### src/rtl/pipeline_pkg.sv
// Shared pipeline definitions: hazard FSM states and architectural constants.
package pipeline_pkg;

  typedef enum logic [1:0] {
    RUN    = 2'd0,
    DRAIN  = 2'd1,
    HALTED = 2'd2
  } hz_state_t;

  localparam REG_ZERO = '0;
  localparam logic [6:0] HALT_OPC = 7'b1111111;

endpackage

### src/rtl/load_use_detect.sv
// Combinational load-use match between the ID sources and a load in EX.
module load_use_detect
  import pipeline_pkg::*;
#(
  parameter int REG_AW = 5
) (
  input  logic [REG_AW-1:0] id_rs1,
  input  logic [REG_AW-1:0] id_rs2,
  input  logic              id_uses_rs1,
  input  logic              id_uses_rs2,
  input  logic              ex_mem_read,
  input  logic [REG_AW-1:0] ex_rd,
  output logic              load_use
);

  logic rd_live;
  logic rs1_hit;
  logic rs2_hit;

  // x0 is hardwired to zero, so a load targeting it has no consumer.
  assign rd_live  = ex_rd != REG_AW'(REG_ZERO);
  assign rs1_hit  = id_uses_rs1 && (id_rs1 == ex_rd);
  assign rs2_hit  = id_uses_rs2 && (id_rs2 == ex_rd);
  assign load_use = ex_mem_read && rd_live && (rs1_hit || rs2_hit);

endmodule

### src/rtl/hazard_ctrl.sv
// Hazard and halt sequencer: redirect flushes, load-use stalls, halt drain FSM
// and a saturating load-use stall counter.
module hazard_ctrl
  import pipeline_pkg::*;
#(
  parameter int REG_AW       = 5,
  parameter int DRAIN_CYCLES = 2,
  parameter int CNT_W        = 16
) (
  input  logic              clk,
  input  logic              reset,
  input  logic [REG_AW-1:0] id_rs1,
  input  logic [REG_AW-1:0] id_rs2,
  input  logic              id_uses_rs1,
  input  logic              id_uses_rs2,
  input  logic              id_halt,
  input  logic              ex_mem_read,
  input  logic [REG_AW-1:0] ex_rd,
  input  logic              ex_pc_sel,
  output logic              pc_write,
  output logic              if_id_write,
  output logic              if_id_flush,
  output logic              id_ex_flush,
  output logic              halted,
  output logic [CNT_W-1:0]  stall_count
);

  localparam logic [3:0] DRAIN_INIT = 4'(DRAIN_CYCLES - 1);

  hz_state_t  state;
  hz_state_t  state_nx;
  logic [3:0] drain_cnt;
  logic [3:0] drain_nx;
  logic       load_use;
  logic       count_stall;

  load_use_detect #(
    .REG_AW(REG_AW)
  ) u_lud (
    .id_rs1      (id_rs1),
    .id_rs2      (id_rs2),
    .id_uses_rs1 (id_uses_rs1),
    .id_uses_rs2 (id_uses_rs2),
    .ex_mem_read (ex_mem_read),
    .ex_rd       (ex_rd),
    .load_use    (load_use)
  );

  always_comb begin
    state_nx    = state;
    drain_nx    = drain_cnt;
    pc_write    = 1'b1;
    if_id_write = 1'b1;
    if_id_flush = 1'b0;
    id_ex_flush = 1'b0;
    halted      = 1'b0;
    count_stall = 1'b0;
    case (state)
      RUN: begin
        // A redirect kills the ID instruction, so its hazards and halt are moot.
        if (ex_pc_sel) begin
          if_id_flush = 1'b1;
          id_ex_flush = 1'b1;
        end else if (load_use) begin
          pc_write    = 1'b0;
          if_id_write = 1'b0;
          id_ex_flush = 1'b1;
          count_stall = 1'b1;
        end else if (id_halt) begin
          pc_write    = 1'b0;
          if_id_write = 1'b0;
          id_ex_flush = 1'b1;
          state_nx    = DRAIN;
          drain_nx    = DRAIN_INIT;
        end
      end
      DRAIN: begin
        pc_write    = 1'b0;
        if_id_write = 1'b0;
        id_ex_flush = 1'b1;
        if (drain_cnt == 4'd0) begin
          state_nx = HALTED;
        end else begin
          drain_nx = drain_cnt - 4'd1;
        end
      end
      HALTED: begin
        pc_write    = 1'b0;
        if_id_write = 1'b0;
        id_ex_flush = 1'b1;
        halted      = 1'b1;
      end
      default: begin
        state_nx = RUN;
      end
    endcase
  end

  always_ff @(posedge clk) begin
    if (reset) begin
      state       <= RUN;
      drain_cnt   <= '0;
      stall_count <= '0;
    end else begin
      state     <= state_nx;
      drain_cnt <= drain_nx;
      if (count_stall && (stall_count != '1)) begin
        stall_count <= stall_count + 1'b1;
      end
    end
  end

endmodule
### config.mk
export PLATFORM = sky130hd
export DESIGN_NAME = hazard_ctrl
export DESIGN_NICKNAME = d
export VERILOG_FILES = /design/src/rtl/pipeline_pkg.sv /design/src/rtl/load_use_detect.sv /design/src/rtl/hazard_ctrl.sv
export SDC_FILE = /design/constraint.sdc
export NUM_CORES = 1
export LEC_CHECK = 0
export BUFFER_PORTS_ARGS = -buffer_cell sky130_fd_sc_hd__buf_4
export CAP_MARGIN = 20
export CELL_PAD_IN_SITES_DETAIL_PLACEMENT = 1
export CELL_PAD_IN_SITES_GLOBAL_PLACEMENT = 2
export CORE_ASPECT_RATIO = 0.75
export CORE_MARGIN = 1
export CORE_UTILIZATION = 30
export DETAILED_ROUTE_END_ITERATION = 16
export PLACE_DENSITY = 0.81
export SLEW_MARGIN = 20
export SYNTH_ARGS = -nofsm -noshare
export SYNTH_HDL_FRONTEND = slang
export SYNTH_SLANG_ARGS = --single-unit
### constraint.sdc
create_clock -name clk -period 3.5 [get_ports clk]
set_input_delay 0 -clock clk [delete_from_list [all_inputs] [get_ports clk]]
set_output_delay 0 -clock clk [all_outputs]
set_load 0.02 [all_outputs]
; ---- Yosys cells after proc, flatten, opt, wreduce, memory -nomap -nowiden
; Cells that the tools add are included.
[totals]
register_bits = 22
inputBits = 22
output_inout_bits = 21
elab_cells = 53
[op_classes]
n_addsub = 2
n_eq_ne = 10
n_mux = 24
bitwise = 1
reduce_logical = 13
[ops]
columns = cell, count
row1 = adder 16 x 1 -> 16 bit (second input constant), 1
row2 = two-way mux 4 bit, 4
row3 = inequality test 16 bit (second input constant), 1
row4 = two-way mux 1 bit, 12
row5 = equality test 5 bit, 2
row6 = inequality test 2 bit (second input constant), 5
row7 = AND reduction 5 bit, 2
row8 = two-way mux 2 bit, 4
row9 = one-hot mux 4 bit (2 select lines), 1
row10 = one-hot mux 2 bit (3 select lines), 1
row11 = logical AND 1 bit, 5
row12 = nonzero test 5 bit, 1
row13 = logical NOT 4 bit, 1
row14 = one-hot mux 1 bit (2 select lines), 2
row15 = subtractor 4 x 1 -> 4 bit (second input constant), 1
row16 = equality test 2 x 1 -> 1 bit (second input constant), 1
row17 = equality test 2 bit (second input constant), 1
row18 = logical NOT 2 bit, 1
row19 = nonzero test 2 bit, 1
row20 = OR reduction 2 bit, 1
row21 = logical OR 1 bit, 1
row22 = inverter 1 bit, 1

; ---- Depth between registers and ports, before layout
; Gate-level depths: netlist of run 1.
[logic_depth]
word_depth = 8
mapped_depth = 8
mapped_depth_nobuf = 7

; ---- By module
; From an unflattened synthesis of run 1, not the netlist that was laid out.
[unflattened]
hier_cells = 168
hier_area_um2 = 1426.4
[by_module_without_submodules]
columns = module, instances, cells_per_inst, area_each_um2, seq_area_each_um2
row1 = hazard_ctrl, 1, 151, 1292.5, 440.4
row2 = load_use_detect, 1, 17, 133.9, 0.0

; ---- Worst setup path after synthesis of run 1
; Ideal clock, no wire load.
[synth_path]
kind = register -> register
startpoint = register stall_count[0]
endpoint = register stall_count[5]
setup_time_ps = 115
arrival_ps = 1911
path_slack_ps = 1474
path_stages_with_launch = 9
synth_period_minus_slack_ps = 2026
cell_sequence = dfxtp_1 > ha_1 > nand3_1 > nor4_1 > a21oi_1 > nand3_1 > clkbuf_1 > o31a_1 > o21a_1
[synth_via]
elab_chain_len = 2
elab_cells_between_ends = 3
cone_classes = 1 x add/sub / 1 x eq/ne / 1 x reduce/logical
[synth_rtl]
columns = item, line_no
row1 = start: declaration, hazard_ctrl.sv:25  ; output logic [CNT_W-1:0] stall_count
row2 = start signal: assignment, hazard_ctrl.sv:108  ; stall_count <= stall_count + 1'b1;
row3 = "parallel branches: the longest is 2 deep, another holds adder 16 x 1 -> 16 bit", --
; Several ways; the timed one is not identified.
; A chain may end at the register's enable or synchronous reset.

; ---- Final worst setup path of run 1
[layout_path]
startpoint = register stall_count[0]
endpoint = register stall_count[10]
; Same word-level chain as after synthesis.

==> results by group, run 1 <==
Clocking
  – Clock root buffer: clkbuf_8
  – Clock Path Buffers: 2
  – Post-CTS setup buffer count: 0
  – Post-cts gate resize count: 0
  – H-Tree Depth: 1
  – Worst-Skew Late Latency: 0.27 ns
  – CTS Buf Count: 3
  – CTS Hold Bufs: 0
  – Reg clk slew, reported paths: 0.09 ns
  – # clock sinks: 22
  – TritonCTS clock tree: done

Setup path
  – Critical path arrival: 2.61 ns
  – Reg2Reg Setup Slack: 1.09 ns
  – CP endpoint kind: flip-flop
  – CP startpoint kind: flip-flop
  – WP data required: 3.70 ns
  – Setup CP Type: reg -> reg
  – CP max FO: 14

Logic synthesis
  – Syn Area/Cell: 8.13 um^2
  – Top_reg_cell synth: dfxtp_1
  – Number of synthesized flops with an enable pin: 0
  – Syn Nets: 199
  – Top post-synthesis cells by count: dfxtp_1, nand2_1, a21oi_1
  – Post-synth top area cell: dfxtp_1
  – Mapped Cells: 170
  – FF+latch count, synth: 22
  – Synth warnings: 0
  – Top post-synthesis cells by area: dfxtp_1, ha_1, xnor2_1
  – Post-synthesis cell area: 1380 um^2
  – Seq/Total Area, Yosys: 31.9%
  – Most common cell in the synthesized netlist: dfxtp_1
  – Synth async-reset ratio: 0%
  – Synth cell types: 40
  – Share of the synthesized area in the top cell type: 31.9%

Floorplanning
  – Row count: 20
  – Die area: 4890 um^2
  – Starting density of the core: 32.7%
  – Die Ht: 60.8 um
  – IO Pins: 43
  – Core footprint: 4230 um^2
  – Die X: 80.4 um

Global routing
  – Antenna violations before repair: 0
  – Gr usage total: 17.6%
  – Vias in the first global route: 1402
  – Largest net degree at the start of global routing: 22
  – Aggregate global routing overflow: 0
  – First-pass GRT wire length: 6.58 mm

Drt
  – 1st-iter DRT viols: 32
  – Final ANT Viol Nets: 0
  – Pre-antenna DRT Iters: 4
  – Drt drc: 0
  – Vias: 1424
  – Post-Route WL: 4.13 mm
  – WL per Instance: 15.5 um
  – Avg Vias per Cell: 5.35

Cells and area
  – Diodes inserted: 0
  – Area grow syn2layout: 31.0%
  – Layout net count: 241
  – Ratio of cells with drive above 1 in the final layout: 24.2%
  – Layout fillers: 529

Place
  – Post-Place Worst Slack: 1.17 ns
  – Hpwl dp: 3.15 mm
  – PortBufs: 42
  – GP Congestion: 0.823

Timing
  – Unrepaired setup endpoints after global routing: no
  – Fmax: 0.415 GHz
  – Slew HR: 59.4%
  – Final WS setup: 1.09 ns
  – WHS: 0.0683 ns
  – Endpoints failing setup: 0
  – TNS Setup: 0 ns
  – Worst Tran Pin Value: 0.604 ns
  – Skew final: 0.00581 ns
  – Final critical-path required period: 2.41 ns
  – Final count of pins violating max slew: 0
  – Final Cycle Share: 68.8%
  – Final hold violation count: 0

Power
  – NetSw: 0.266 mW
  – Pwr dens: 448 nW/um^2
  – Pint: 0.545 mW
  – Flop pwr share: 34.5%
  – Combinational fraction of design power: 35.3%
  – Switching share of power: 32.8%
  – Final Power: 0.812 mW
  – Peak supply drop: 0.000201 V
  – Clk pwr share: 30.2%
  – P_leak: 0.683 nW

Run
  – Max-Cap Viols: 0

Worst hold path
  – Min-Delay Path Class: in -> reg

Outcome
  – Outcome: finished, final reports clean
[path summary, 6_finish.rpt]
path / end / startpoint / cells past startpoint
max: stall_count[10] / stall_count[0] / 7
min: stall_count[12] / reset / 2
max reg2reg: stall_count[10] / stall_count[0] / 7
min reg2reg: stall_count[1] / stall_count[1] / 2
[routing by layer]
metal / GRT usage [%] / share of wire [%] / up-vias
met2: 29.8 / 45 / 44
met5: 0 / 0 / -
met1: 23.5 / 48 / 676
met4: 3.83 / 0.31 / 0
met3: 3.31 / 6.7 / 2
li1: - / - / 702
[registers in the layout (all words and copies together) (netlist names)]
name,cells
stall_count,16
state,2
drain_cnt,4
[kinds of logic after synthesis]
logic type / Yosys count / synth area share [%]
muxes: 1 / 0.724
DFF: 22 / 31.9
xor gates and xnor gates: 14 / 8.87
buffers and inverters: 15 / 4.89
and+or+nand+nor: 71 / 27.9
AOI/OAI and AO/OA: 40 / 19.5
adders and majority gates: 7 / 6.33
[power groups by stage]
stage	clock network (mW)	logic [mW]	registers, mW
2_1_floorplan	0	0.197	0.281
3_3_place_gp	0	0.274	0.284
3_5_place_dp	0	0.285	0.286
4_1_cts	0.251	0.287	0.280
5_1_grt	0.261	0.319	0.283
6_report	0.245	0.287	0.280
[layout make-up]
cell class,instances,area (um^2),share of cell area (%)
repair buffers,43,323,17.8
clock buffers,3,41.3,2.28
flip-flops and latches,22,440,24.3
well taps,55,68.8,3.80
clock inverters,1,30.0,1.66
inverters,9,33.8,1.86
multi-input cells,133,875,48.3
[worst max-delay path, stage by stage, from the launching register on]
cell,delay (ns)
dfxtp_1,0.35
ha_1,0.26
nand3_1,0.12
nor4_1,0.07
a21oi_1,0.39
nand3_1,0.45
or4_1,0.54
a21oi_1,0.15
[per-stage QoR]
step	util [%]	instances	cell area (um^2)
2_1_floorplan	-	170	1380
3_3_place_gp	41.2	262	1740
3_5_place_dp	41.2	262	1740
4_1_cts	42.8	266	1810
5_1_grt	42.8	266	1810
6_report	42.8	266	1810
[cell usage in the layout (no fill, tap or decap), types with 4 or more instances in the layout]
master,synthesis,layout
xnor2_1,10,10
o21ai_0,8,8
nand3_1,7,7
dfxtp_1,22,22
buf_4,1,43
nand2b_1,4,4
nor4_1,4,4
xor2_1,4,4
a21oi_1,13,13
nand4_1,10,10
or3_1,7,7
nor2_1,11,11
inv_1,9,9
ha_1,7,7
nand2_1,14,14
No activity file was read; power rests on OpenSTA's default activity.
==> run 2, diff against run 1 <==
- ABC_AREA: unset -> 1
- CORE_UTILIZATION: 30 -> 27
- PLACE_DENSITY: 0.81 -> 0.78
- clock period: 3.5 -> 2.4 ns (I/O delays scaled with it)
==> run 2 against run 1 <==
  * Synthesized cell count rose by 59%
  * Utilization fell by 6.9 points
  * Sequential share of layout area fell by 3.6 points
  * Final cell count increased by 46%
==> results by group, run 2 <==
Drt
  – Vias: 1761 (+24%)
  – 1st-iter DRT viols: 50 (+56%)
  – WL per Instance: 12.5 um (-19%)
  – Post-Route WL: 4.86 mm (+18%)
  – Avg Vias per Cell: 4.53 (-15%)
  – Pre-antenna DRT Iters: 4 (unchanged)
  – Final ANT Viol Nets: 0 (unchanged)
  – Drt drc: 0 (unchanged)

Logic synthesis
  – FF+latch count, synth: 22 (unchanged)
  – Synth cell types: 25 (-38%)
  – Most common cell in the synthesized netlist: nand2_1
  – Post-synth top area cell: dfxtp_1
  – Top post-synthesis cells by count: nand2_1, nor2_1, inv_1
  – Seq/Total Area, Yosys: 26.1% (-5.7 points)
  – Post-synthesis mux area share: 0% (-0.72 points)
  – Number of synthesized flops with an enable pin: 0 (unchanged)
  – Post-synthesis cell area: 1690 um^2 (+22%)
  – Syn Area/Cell: 6.25 um^2 (-23%)
  – Synth async-reset ratio: 0% (unchanged)
  – Mapped Cells: 270 (+59%)
  – Top post-synthesis cells by area: dfxtp_1, nand2_1, nor2_1
  – Simple-gate share of the synthesized area: 42.9% (+15 points)
  – Compound-Gate Fraction of Synth Area: 8.09% (-11 points)
  – Post-Synth Adder-Cell Area: 5.19% (-1.1 points)
  – Main combinational cell family by area after synthesis: simple AND/OR/NAND/NOR gates
  – Synth Area in XOR/XNOR: 7.27% (-1.6 points)
  – Top_reg_cell synth: dfxtp_1
  – Synth warnings: 0 (unchanged)
  – Syn Nets: 299 (+50%)
  – Share of the synthesized area in the top cell type: 26.1% (-5.7 points)

Clocking
  – TritonCTS clock tree: done
  – Post-CTS setup buffer count: 0 (unchanged)
  – CTS Buf Count: 3 (unchanged)
  – # clock sinks: 22 (unchanged)
  – Clock Path Buffers: 2 (unchanged)
  – Reg clk slew, reported paths: 0.09 ns (about the same)
  – Worst-Skew Late Latency: 0.27 ns (about the same)
  – CTS Hold Bufs: 0 (unchanged)
  – H-Tree Depth: 1 (unchanged)
  – Post-cts gate resize count: 0 (unchanged)
  – Clock root buffer: clkbuf_8

Place
  – PortBufs: 42 (unchanged)
  – GP Congestion: 0.777 (-5.6%)
  – Hpwl dp: 3.88 mm (+23%)

Cells and area
  – Reg with most FFs: stall_count
  – Ratio of cells with drive above 1 in the final layout: 19.0% (-5.2 points)
  – Final core occ: 35.9% (-6.9 points)
  – Diodes inserted: 0 (unchanged)
  – Layout net count: 341 (+41%)
  – Most frequent cells in the layout: nand2_1, nor2_1, buf_4, inv_1, nand3_1
  – Biggest regs: stall_count: 16 flops, drain_cnt: 4 flops, state: 2 flops
  – Area grow syn2layout: 26.0%
  – Commonest non-fill, non-tap cell in the layout: nand2_1
  – Max reg flops: 16 (unchanged)

Global routing
  – Vias in the first global route: 1716 (+22%)
  – Gr usage total: 15.5% (-2.1 points)
  – GR Util met3: 3.16% (-0.15 points)
  – Met2 usage: 23.9% (-5.9 points)
  – Largest net degree at the start of global routing: 17 (-23%)
  – Global routing's busiest layer: met2
  – Antenna violations before repair: 0 (unchanged)
  – Aggregate global routing overflow: 0 (unchanged)
  – First-pass GRT wire length: 8.09 mm (+23%)
  – Met1 GRT Util: 22.7% (-0.83 points)

Run
  – Max-Cap Viols: 0 (unchanged)

Timing
  – Fmax: 0.473 GHz (+14%)
  – WHS: 0.0242 ns (-0.0441 ns)
  – Unrepaired setup endpoints after global routing: no
  – TNS Setup: 0 ns (unchanged)
  – Final Cycle Share: 88.0% (+19 points)
  – Final critical-path required period: 2.11 ns (-0.296 ns)
  – Final hold violation count: 0 (unchanged)
  – Slew HR: 31.4% (-28 points)
  – Endpoints failing setup: 0 (unchanged)
  – Final count of pins violating max slew: 0 (unchanged)
  – Worst Tran Pin Value: 1.03 ns (+0.422 ns)
  – Skew final: 0.0108 ns (+0.00501 ns)

Floorplanning
  – Starting density of the core: 28.5% (-4.2 points)
  – Row count: 24 (+20%)
  – Die Ht: 70.4 um (+16%)
  – Core footprint: 5920 um^2 (+40%)
  – IO Pins: 43 (unchanged)
  – Die X: 93.3 um (+16%)
  – Die area: 6570 um^2 (+34%)

Setup path
  – CP startpoint kind: flip-flop
  – Crit path top cell by count: nor2_1
  – CP max stage cell: nor2_1
  – Critical path arrival: 2.32 ns (-0.29 ns)
  – Worst-path cell chain: ha_1, nand2_2, nor2_2, nand4_1, nor2_1, nor2_1, nand3_1, a21oi_1
  – CP max FO: 14 (unchanged)
  – Crit-path max cell delay: 0.77 ns (+0.23 ns)
  – WP data required: 2.61 ns (-1.09 ns)
  – Setup CP Type: reg -> reg
  – CP endpoint kind: flip-flop

Outcome
  – Outcome: finished, final reports clean

Power
  – Pwr dens: 724 nW/um^2 (+62%)
  – Peak supply drop: 0.000326 V (+62%)
  – P_leak: 0.983 nW (+44%)
  – Final Power: 1.54 mW (+90%)

Worst hold path
  – Min-Delay Path Class: in -> reg
==> run 2: layout make-up <==
cell class / count / area [um^2]
Inverter: 35 / 131
Multi-Input combinational cell: 208 / 1070
Tap cell: 78 / 97.6
Timing Repair Buffer: 42 / 315
Sequential cell: 22 / 440
Clock buffer: 3 / 41.3
Clock inverter: 1 / 30.0
Fill cell: 785 / 3790
==> run 2: worst max-delay path: cells and delay by family (launching register included) <==
kind	cells	cell delay (ns)
flip-flops	1	0.36
AO/OA/AOI/OAI	1	0.18
AND/OR/NAND/NOR	6	1.26
adder cells (fa/ha/maj)	1	0.25
==> run 2: metal layers <==
metal	vias to the layer above	wire length [um]
met3	3	206
li1	929	-
met5	-	0
met1	803	2640
met4	0	10
met2	26	2000
==> run 2: final timing paths <==
kind / start / to / slack (ns) / cells after the start
max: stall_count[0] / stall_count[3] / 0.29 / 8
min: reset / stall_count[9] / 0.02 / 2
max reg2reg: stall_count[0] / stall_count[3] / 0.29 / 8
min reg2reg: stall_count[14] / stall_count[14] / 0.52 / 2
==> run 2: power breakdown <==
part	internal, mW	switching, mW	leakage [nW]
Sequential	0.415	0.0370	0.178
Clock	0.223	0.133	0.0357
Combinational	0.278	0.452	0.769
==> run 2: cell families after synthesis <==
kind of cell	after synthesis
flip-flops	22
AND/OR/NAND/NOR	163
AO/OA/AOI/OAI	24
XOR/XNOR	14
buffers and inverters	40
adder cells (fa/ha/maj)	7
==> run 2: per-stage QoR <==
stage	std cells	cell area, um^2	setup slack [ns]
after floorplan	270	1690	0.737
after global placement	385	2050	0.314
after detailed placement	385	2050	0.280
after CTS	389	2130	0.239
after global routing	389	2130	0.0408
final	389	2130	0.287
==> run 3, diff against run 2 <==
- ABC_AREA: 1 -> unset
- CORE_UTILIZATION: 27 -> 28
- PLACE_DENSITY: 0.78 -> 0.77
==> run 3 against run 2 <==
  * Clock power fell by 22%
  * Clock-buffer cell count rose by 1
  * Critical endpoint is now stall_count[4]
  * Hold slack improved by 0.045 ns
  * First-iteration DRC count fell by 16%
  * Sequential power fell by 9.7%
==> results by group, run 3 (synthesized netlist as in run 1, its figures left out) <==
Drt
  – Post-Route WL: 4.08 mm (-16%)
  – Vias: 1460 (-17%)
  – Final ANT Viol Nets: 0 (unchanged)
  – Drt drc: 0 (unchanged)
  – Pre-antenna DRT Iters: 4 (unchanged)
  – 1st-iter DRT viols: 42 (-16%)
  – Avg Vias per Cell: 5.39 (+19%)
  – WL per Instance: 15.0 um (+20%)

Place
  – PortBufs: 42 (unchanged)
  – Area after DPL: 1770 um^2 (-14%)
  – Hpwl dp: 3.17 mm (-18%)
  – GP Congestion: 0.847 (+9.0%)
  – Cells after DPL: 267 (-31%)
  – Post-Place Worst Slack: 0.218 ns (-0.0617 ns)

Floorplanning
  – Row count: 21 (-13%)
  – Die X: 83.1 um (-11%)
  – Die area: 5230 um^2 (-20%)
  – Die Ht: 62.9 um (-11%)
  – IO Pins: 43 (unchanged)
  – Core footprint: 4600 um^2 (-22%)
  – Starting density of the core: 30.1% (+1.6 points)

Cells and area
  – Max reg flops: 16 (unchanged)
  – Biggest regs: stall_count: 16 flops, drain_cnt: 4 flops, state: 2 flops
  – Final instance area: 1820 um^2 (-14%)
  – Most frequent cells in the layout: buf_4, dfxtp_1, nand2_1, a21oi_1, nor2_1
  – Reg with most FFs: stall_count
  – Finished Layout Cells: 271 (-30%)
  – Commonest non-fill, non-tap cell in the layout: buf_4
  – Ratio of cells with drive above 1 in the final layout: 25.7% (+6.7 points)
  – Diodes inserted: 0 (unchanged)
  – Area grow syn2layout: 31.9%
  – Final core occ: 39.7% (+3.7 points)
  – Layout net count: 244 (-28%)

Power
  – Combinational fraction of design power: 38.6% (-8.9 points)
  – Pint: 0.731 mW (-20%)
  – Switching share of power: 34.7% (-5.7 points)
  – Flop pwr share: 36.5% (+7.1 points)
  – Pwr dens: 613 nW/um^2 (-15%)
  – P_leak: 0.690 nW (-30%)
  – Final Power: 1.12 mW (-27%)
  – Peak supply drop: 0.000246 V (-25%)
  – Clk pwr share: 24.9% (+1.8 points)
  – NetSw: 0.388 mW (-38%)

Timing
  – Endpoints failing setup: 0 (unchanged)
  – WHS: 0.0690 ns (+0.0448 ns)
  – Worst Tran Pin Value: 0.422 ns (-0.604 ns)
  – Slew HR: 71.6% (+40 points)
  – Final count of pins violating max slew: 0 (unchanged)
  – Final WS setup: 0.315 ns (+0.0275 ns)
  – Skew final: 0.00454 ns (-0.00627 ns)
  – Unrepaired setup endpoints after global routing: no
  – Final critical-path required period: 2.09 ns (-0.0275 ns)
  – Final Cycle Share: 86.9% (-1.1 points)
  – Fmax: 0.480 GHz (+1.3%)
  – TNS Setup: 0 ns (unchanged)
  – Final hold violation count: 0 (unchanged)

Clocking
  – Post-cts gate resize count: 0 (unchanged)
  – Worst-Skew Late Latency: 0.27 ns (about the same)
  – H-Tree Depth: 1 (unchanged)
  – Reg clk slew, reported paths: 0.08 ns (about the same)
  – CTS Buf Count: 3 (unchanged)
  – # clock sinks: 22 (unchanged)
  – TritonCTS clock tree: done
  – Clock root buffer: clkbuf_8
  – CTS Hold Bufs: 0 (unchanged)
  – Clock Path Buffers: 2 (unchanged)
  – Post-CTS setup buffer count: 0 (unchanged)

Setup path
  – CP max FO: 10 (-4)
  – Critical path arrival: 2.29 ns (-0.03 ns)
  – Setup CP Type: reg -> reg
  – WP data required: 2.60 ns (about the same)
  – CP endpoint kind: flip-flop
  – CP startpoint kind: flip-flop

Global routing
  – Gr usage total: 16.4% (+0.87 points)
  – Aggregate global routing overflow: 0 (unchanged)
  – Antenna violations before repair: 0 (unchanged)
  – Vias in the first global route: 1460 (-15%)
  – Largest net degree at the start of global routing: 22 (+5)
  – First-pass GRT wire length: 6.96 mm (-14%)

Outcome
  – Outcome: finished, final reports clean

Run
  – Max-Cap Viols: 0 (unchanged)

Worst hold path
  – Min-Delay Path Class: in -> reg
## run 3: path summary, 6_finish.rpt
path | from | end | slack (ns) | depth (start not counted)
setup / recovery | stall_count[0] | stall_count[4] | 0.31 | 8
hold reg to reg | stall_count[15] | stall_count[15] | 0.51 | 2
hold / removal | reset | stall_count[0] | 0.07 | 2
setup reg to reg | stall_count[0] | stall_count[4] | 0.31 | 8
## run 3: per-layer routing
| metal | GRT usage, % | part of all wire [%] | wire length (um) | vias to the layer above |
|---|---|---|---|---|
| met2 | 27.3 | 45 | 1820 | 44 |
| met1 | 21.2 | 49 | 2010 | 707 |
| met3 | 4.89 | 5.6 | 227 | 2 |
| met5 | 0 | 0 | 0 | - |
| li1 | - | - | - | 707 |
| met4 | 2.59 | 0.32 | 13 | 0 |
## run 3: power by group through the flow
stage	logic, mW	registers (mW)	clock network (mW)
finish	0.432	0.408	0.279
global route	0.479	0.412	0.304
CTS	0.437	0.408	0.287
detailed placement	0.435	0.417	0
global placement	0.418	0.415	0
floorplan	0.287	0.410	0
## run 3: final cells by class
type,instances,area (um^2)
clock buffers,4,55.1
fillers,581,2770
inverters,9,33.8
multi-input cells,133,878
flip-flops and latches,22,440
well taps,57,71.3
repair buffers,46,345
## run 3: worst max-delay path, stage by stage (launching register included)
cell and delay, ns:
dfxtp_1 0.36, ha_1 0.27, nand3_1 0.12, nor4_1 0.07, a21oi_2 0.28, nand3_1 0.20
buf_4 0.22, or3_1 0.34, a21oi_1 0.15
